File: src/rtl/iterative_muldiv_unit.sv
// Radix-2 iterative multiply/divide engine that owns the HI/LO register pair.
// Define MULDIV_EARLY_TERM_EN to build in early termination and divide normalisation.
module iterative_muldiv_unit #(
  parameter int XLEN = 32
) (
  input  logic            clk,
  input  logic            rst_n,
  input  logic            start_i,
  input  logic [1:0]      op_i,
  input  logic [XLEN-1:0] rs_i,
  input  logic [XLEN-1:0] rt_i,
  input  logic            flush_i,
  input  logic            hilo_rd_i,
  input  logic            hilo_we_i,
  input  logic            hilo_sel_i,
  input  logic [XLEN-1:0] hilo_wdata_i,
  output logic            busy_o,
  output logic            stall_o,
  output logic            done_o,
  output logic [XLEN-1:0] hi_o,
  output logic [XLEN-1:0] lo_o
);
  localparam int CNT_W = $clog2(XLEN) + 1;
  localparam logic [CNT_W-1:0] CNT_LAST = CNT_W'(XLEN);

  typedef enum logic [1:0] {S_IDLE, S_CALC, S_FIX} state_t;

  state_t            state_reg, state_next;
  logic [CNT_W-1:0]  cnt_reg, cnt_next;
  logic [2*XLEN-1:0] acc_reg, acc_next;      // product, or {remainder, quotient}
  logic [2*XLEN-1:0] mcand_reg, mcand_next;  // left-shifting multiplicand
  logic [XLEN-1:0]   opb_reg, opb_next;      // multiplier (shifts right) or divisor
  logic              is_div_reg, is_div_next;
  logic              neg_q_reg, neg_q_next;
  logic              neg_r_reg, neg_r_next;
  logic              div0_reg, div0_next;
  logic [XLEN-1:0]   hi_reg, hi_next;
  logic [XLEN-1:0]   lo_reg, lo_next;
  logic              done_reg, done_next;

  logic              sign_a, sign_b;
  logic [XLEN-1:0]   abs_a, abs_b;
  logic [CNT_W-1:0]  norm_shift;
  logic [XLEN:0]     rem_shift, trial;
  logic [2*XLEN-1:0] prod_fix;
  logic [XLEN-1:0]   quo_fix, rem_fix;
  logic              calc_last;

  assign sign_a = ~op_i[0] & rs_i[XLEN-1];
  assign sign_b = ~op_i[0] & rt_i[XLEN-1];
  assign abs_a  = sign_a ? -rs_i : rs_i;
  assign abs_b  = sign_b ? -rt_i : rt_i;

`ifdef MULDIV_EARLY_TERM_EN
  // Leading zeros of the dividend magnitude, capped so at least one step remains.
  logic lead_found;
  always_comb begin
    norm_shift = '0;
    lead_found = 1'b0;
    for (int i = XLEN - 1; i > 0; i--) begin
      if (!lead_found && !abs_a[i]) norm_shift = norm_shift + CNT_W'(1);
      else lead_found = 1'b1;
    end
  end
`else
  assign norm_shift = '0;
`endif

  // Restoring step: shift the next dividend bit into the remainder and trial-subtract.
  assign rem_shift = {acc_reg[2*XLEN-1:XLEN], acc_reg[XLEN-1]};
  assign trial     = rem_shift - {1'b0, opb_reg};

  assign prod_fix = neg_q_reg ? -acc_reg : acc_reg;
  assign quo_fix  = div0_reg  ? {XLEN{1'b1}}
                  : (neg_q_reg ? -acc_reg[XLEN-1:0] : acc_reg[XLEN-1:0]);
  assign rem_fix  = neg_r_reg ? -acc_reg[2*XLEN-1:XLEN] : acc_reg[2*XLEN-1:XLEN];

  always_ff @(posedge clk or negedge rst_n) begin
    if (!rst_n) begin
      state_reg  <= S_IDLE;
      cnt_reg    <= '0;
      acc_reg    <= '0;
      mcand_reg  <= '0;
      opb_reg    <= '0;
      is_div_reg <= 1'b0;
      neg_q_reg  <= 1'b0;
      neg_r_reg  <= 1'b0;
      div0_reg   <= 1'b0;
      hi_reg     <= '0;
      lo_reg     <= '0;
      done_reg   <= 1'b0;
    end else begin
      state_reg  <= state_next;
      cnt_reg    <= cnt_next;
      acc_reg    <= acc_next;
      mcand_reg  <= mcand_next;
      opb_reg    <= opb_next;
      is_div_reg <= is_div_next;
      neg_q_reg  <= neg_q_next;
      neg_r_reg  <= neg_r_next;
      div0_reg   <= div0_next;
      hi_reg     <= hi_next;
      lo_reg     <= lo_next;
      done_reg   <= done_next;
    end
  end

  always_comb begin
    state_next  = state_reg;
    cnt_next    = cnt_reg;
    acc_next    = acc_reg;
    mcand_next  = mcand_reg;
    opb_next    = opb_reg;
    is_div_next = is_div_reg;
    neg_q_next  = neg_q_reg;
    neg_r_next  = neg_r_reg;
    div0_next   = div0_reg;
    hi_next     = hi_reg;
    lo_next     = lo_reg;
    done_next   = 1'b0;
    calc_last   = 1'b0;
    case (state_reg)
      S_IDLE: begin
        if (hilo_we_i) begin
          if (hilo_sel_i) hi_next = hilo_wdata_i;
          else            lo_next = hilo_wdata_i;
        end
        if (start_i && !flush_i) begin
          state_next  = S_CALC;
          is_div_next = op_i[1];
          neg_q_next  = sign_a ^ sign_b;
          neg_r_next  = sign_a;
          div0_next   = op_i[1] && (rt_i == '0);
          opb_next    = abs_b;
          if (op_i[1]) begin
            acc_next   = {{XLEN{1'b0}}, abs_a << norm_shift};
            mcand_next = '0;
            cnt_next   = norm_shift;
          end else begin
            acc_next   = '0;
            mcand_next = {{XLEN{1'b0}}, abs_a};
            cnt_next   = '0;
          end
        end
      end
      S_CALC: begin
        if (flush_i) begin
          state_next = S_IDLE;
        end else begin
          cnt_next = cnt_reg + CNT_W'(1);
          if (is_div_reg) begin
            if (!trial[XLEN]) acc_next = {trial[XLEN-1:0], acc_reg[XLEN-2:0], 1'b1};
            else              acc_next = {rem_shift[XLEN-1:0], acc_reg[XLEN-2:0], 1'b0};
          end else begin
            if (opb_reg[0]) acc_next = acc_reg + mcand_reg;
            mcand_next = mcand_reg << 1;
            opb_next   = opb_reg >> 1;
          end
          calc_last = (cnt_next == CNT_LAST);
`ifdef MULDIV_EARLY_TERM_EN
          if (!is_div_reg && opb_next == '0) calc_last = 1'b1;
`endif
          if (calc_last) state_next = S_FIX;
        end
      end
      S_FIX: begin
        state_next = S_IDLE;
        if (!flush_i) begin
          done_next = 1'b1;
          if (is_div_reg) begin
            hi_next = rem_fix;
            lo_next = quo_fix;
          end else begin
            hi_next = prod_fix[2*XLEN-1:XLEN];
            lo_next = prod_fix[XLEN-1:0];
          end
        end
      end
      default: state_next = S_IDLE;
    endcase
  end

  assign busy_o  = (state_reg != S_IDLE);
  assign stall_o = busy_o & (start_i | hilo_rd_i | hilo_we_i);
  assign done_o  = done_reg;
  assign hi_o    = hi_reg;
  assign lo_o    = lo_reg;

endmodule

File: config.mk
export PLATFORM = sky130hd
export DESIGN_NAME = iterative_muldiv_unit
export DESIGN_NICKNAME = d
export VERILOG_FILES = /design/src/rtl/iterative_muldiv_unit.sv
export SDC_FILE = /design/constraint.sdc
export NUM_CORES = 1
export LEC_CHECK = 0
export CAP_MARGIN = 10
export CORE_MARGIN = 3
export CORE_UTILIZATION = 60
export CTS_CLUSTER_DIAMETER = 150
export DETAILED_ROUTE_END_ITERATION = 8
export GPL_TIMING_DRIVEN = 0
export HOLD_SLACK_MARGIN = 0.08
export PLACE_DENSITY = 0.84
export RECOVER_POWER = 25
export SLEW_MARGIN = 20
export SYNTH_ARGS = -nofsm -noshare
export SYNTH_HDL_FRONTEND = slang
export SYNTH_SLANG_ARGS = --single-unit
export TNS_END_PERCENT = 50
File: constraint.sdc
create_clock -name clk -period 5.23 [get_ports clk]
set_input_delay 0.7845 -clock clk [delete_from_list [all_inputs] [get_ports clk]]
set_output_delay 0.7845 -clock clk [all_outputs]
set_load 0.02 [all_outputs]
==> out/metrics.yaml, run 1 <==
cp_slowest_cell: "dfrtp_1"
wl_um: 70800
finalCritPeriodShare: 0.959
synth_area_mm2: 0.0191
crit_required_ns: 5.64
cts_made_buffers: 27
hold_path.class: "reg2reg"
vdd_ir_drop_max_uv: 351
diodes: 0
post_drt_wl_per_cell_um: 23.0
grt.overflow.total: 0
cts_buffer_depth: 3
nets: 2866
worst_pin_slew_ns: 4.29
post_dp_cell_area_mm2: 0.0213
synth_common_cells: "nand2_1 (327), o21ai_0 (313), dfrtp_1 (237)"
rows: 64
p_leak_uw: 0.00945
yosysMostFrequentCell: "nand2_1"
grt_antenna_before_repair: 3
synth-seq-cells: 237
skew_ns: 0.0119
ant_nets: 0
cp_top_family: "compound AO/OA/AOI/OAI gates"
ys.flop_type: "dfrtp_1"
crit_path_cell_trace: "inv_1, fa_1, nand2b_1, a21oi_1, o21ai_1, o21a_1, o311a_1, o41ai_4, xor2_4, buf_2, buf_4, mux2i_1, o211ai_1"
cts_tree: "done"
drive_above_1_share: 0.0299
cts_sinks: 237
grtUsageTotal: 0.407
status: "finished, violations left"
synth.distinct_cells: 75
grt_start_max_net_pins: 87
dieArea_mm2: 0.0340
root_buffer: "clkbuf_16"
synth.area.top_cells: "dfrtp_1 (31%), o21ai_0 (8.2%), ha_1 (6.6%)"
syn_avg_cell_area_um2: 7.76
postCtsHoldBufs: 0
synthesis.nets: 2663
cp.arrival_ns: 5.42
synth-seq-area-share: 0.311
async_reset_ff_frac: 1.00
drc_errors: 0
slew_headroom: -1.86
die_y_um: 184
grt_first_pass_wirelength_um: 109000
grt_pass1_vias: 19400
htree_levels: 1
synth_cells: 2456
finalHoldViolations: 0
pin_count: 172
design_area_mm2: 0.0223
critical_path_buf_inv_count: 3
core_mm2: 0.0310
critPathKind: "reg2reg"
drt-vias-per-instance: 6.70
start_util: 0.615
drv_slew: 85
yosysTopAreaCell: "dfrtp_1"
dr.pass1.iters: 6
vias: 20600
gp_congestion: 1.03
path_clk_slew_ns: 0.07
die_width_um: 184
r2r_cells: 13
critPathCaptureType: "flip-flop"
max_cap_violations: 1
final.min_clock_period_ns: 5.01
rsz0062_at_grt: "false"
timing.hold.ws_ns: 0.481
slowest_delay_ns: 0.63
hold_path_depth: 2
setup_viol: 0
cp.depth: 13
startpoint_type: "flip-flop"
cp_max_fo: 10
io_buffers: 170
seq_area_mm2: 0.00593
max_freq_mhz: 199
power.density_mw_per_mm2: 643
syn_to_final_growth_pct: 16.8
synth_edf_count: 0
yosys_warnings: 0
clk_latency_ns: 0.56
dp_hpwl_um: 55300
netlist.area_leader.share: 0.311
violations: "max-capacitance violations, max-slew violations"
multi_input_area_mm2: 0.0123
fill_cells: 2512
first_iter_violations: 2813
[tightest hold or removal path, delay by kind of cell (launching register included)]
kind               cells  cell delay [ns]
AOI/OAI and AO/OA      1             0.06
and+or+nand+nor        1             0.04
DFF                    1             0.34
[layer usage]
metal / wire length (um) / GRT usage / vias up
li1: - / - / 9285
met1: 28800 / 0.575 / 9741
met2: 30400 / 0.619 / 1325
met3: 8350 / 0.0878 / 233
met4: 3180 / 0.149 / 6
met5: 39 / 0 / -
[layout make-up]
class                           instances  area share
Buffer                                159      0.0273
Clock buffer                           33      0.0327
Clock inverter                         12     0.00792
Inverter                               71      0.0120
Multi-Input combinational cell       1989       0.552
Sequential cell                       237       0.266
Tap cell                              396      0.0222
Timing Repair Buffer                  174      0.0795
[per-stage QoR]
stage | utilization | total power (uW) | setup WS [ns] | setup TNS (ns) | cells
6_report | 0.719 | 14300 | 0.216 | 0 | 3071
5_1_grt | 0.719 | 15200 | 0.0576 | 0 | 3071
4_1_cts | 0.718 | 13900 | 0.0557 | 0 | 3069
3_5_place_dp | 0.688 | 11900 | -0.212 | -0.542 | 3024
3_3_place_gp | 0.686 | 11600 | -6.56 | -1548.82 | 3022
2_1_floorplan | - | 8970 | 1.55 | 0 | 2456
[path summary, 6_finish.rpt]
check | from | endpoint | slack, ns
hold reg to reg | hi_o[23] | hi_o[23] | 0.48
min in group asynchronous | rst_n | lo_o[16] | 1.95
max in group asynchronous | rst_n | mcand_reg[28] | 0.80
setup / recovery | acc_reg[32] | acc_reg[63] | 0.22
setup reg to reg | acc_reg[32] | acc_reg[63] | 0.22
hold / removal | hi_o[23] | hi_o[23] | 0.48
[cells by family after synthesis]
| group | Yosys count | share of synthesized area |
|---|---|---|
| buffers and inverters | 230 | 0.0459 |
| multiplexers | 28 | 0.0150 |
| adder cells (fa/ha/maj) | 102 | 0.0677 |
| flip-flops | 237 | 0.311 |
| AO/OA/AOI/OAI | 891 | 0.285 |
| XOR/XNOR | 200 | 0.0919 |
| AND/OR/NAND/NOR | 768 | 0.183 |
[power breakdown]
group	internal (uW)	total [uW]	switching, uW
Clock	1180	2000	823
Sequential	2490	3450	954
Combinational	3290	8860	5580
Total	6960	14300	7350
[placed cells by master (no fill, tap or decap), types with 11 or more instances in the layout]
cell type and instances:
or2_2 13, o21ai_0 313, a21o_1 50, ha_1 100, a22o_1 36, nor4_1 13, o41ai_1 11, xnor2_1 125
nand4_1 36, o21bai_1 19, clkbuf_16 27, o211ai_1 12, clkdlybuf4s50_1 169, o221ai_1 19, a31oi_1 19, a211oi_1 12
inv_1 70, o31ai_1 32, o21a_1 21, nor2_1 188, or3_1 29, xor2_1 74, o22ai_1 60, mux2i_1 24
nand3_1 32, clkbuf_1 146, a22oi_1 22, dfrtp_1 237, nor2b_1 19, nand2_1 327, a21oi_1 213, buf_1 11
nor3_1 40, nand2b_1 32
[what timing repair did]
| action | in CTS | in global routing |
|---|---|---|
| gates cloned | 0 | 0 |
| setup buffers | 0 | 2 |
| gates resized for setup | 1 | 2 |
| pin swaps | 0 | 1 |
| setup endpoints to repair | 13 | 20 |
Note: power is estimated with default switching activity, not from simulation.
==> run 2, diff against run 1 <==
--- a/config.mk
+++ b/config.mk
@@ -8,7 +8,6 @@
 export CAP_MARGIN = 10
 export CORE_MARGIN = 3
 export CORE_UTILIZATION = 60
-export CTS_CLUSTER_DIAMETER = 150
 export DETAILED_ROUTE_END_ITERATION = 8
 export GPL_TIMING_DRIVEN = 0
 export HOLD_SLACK_MARGIN = 0.08
==> results of run 2 <==
No change in the layout: final DEF, timing and power equal those of run 1.
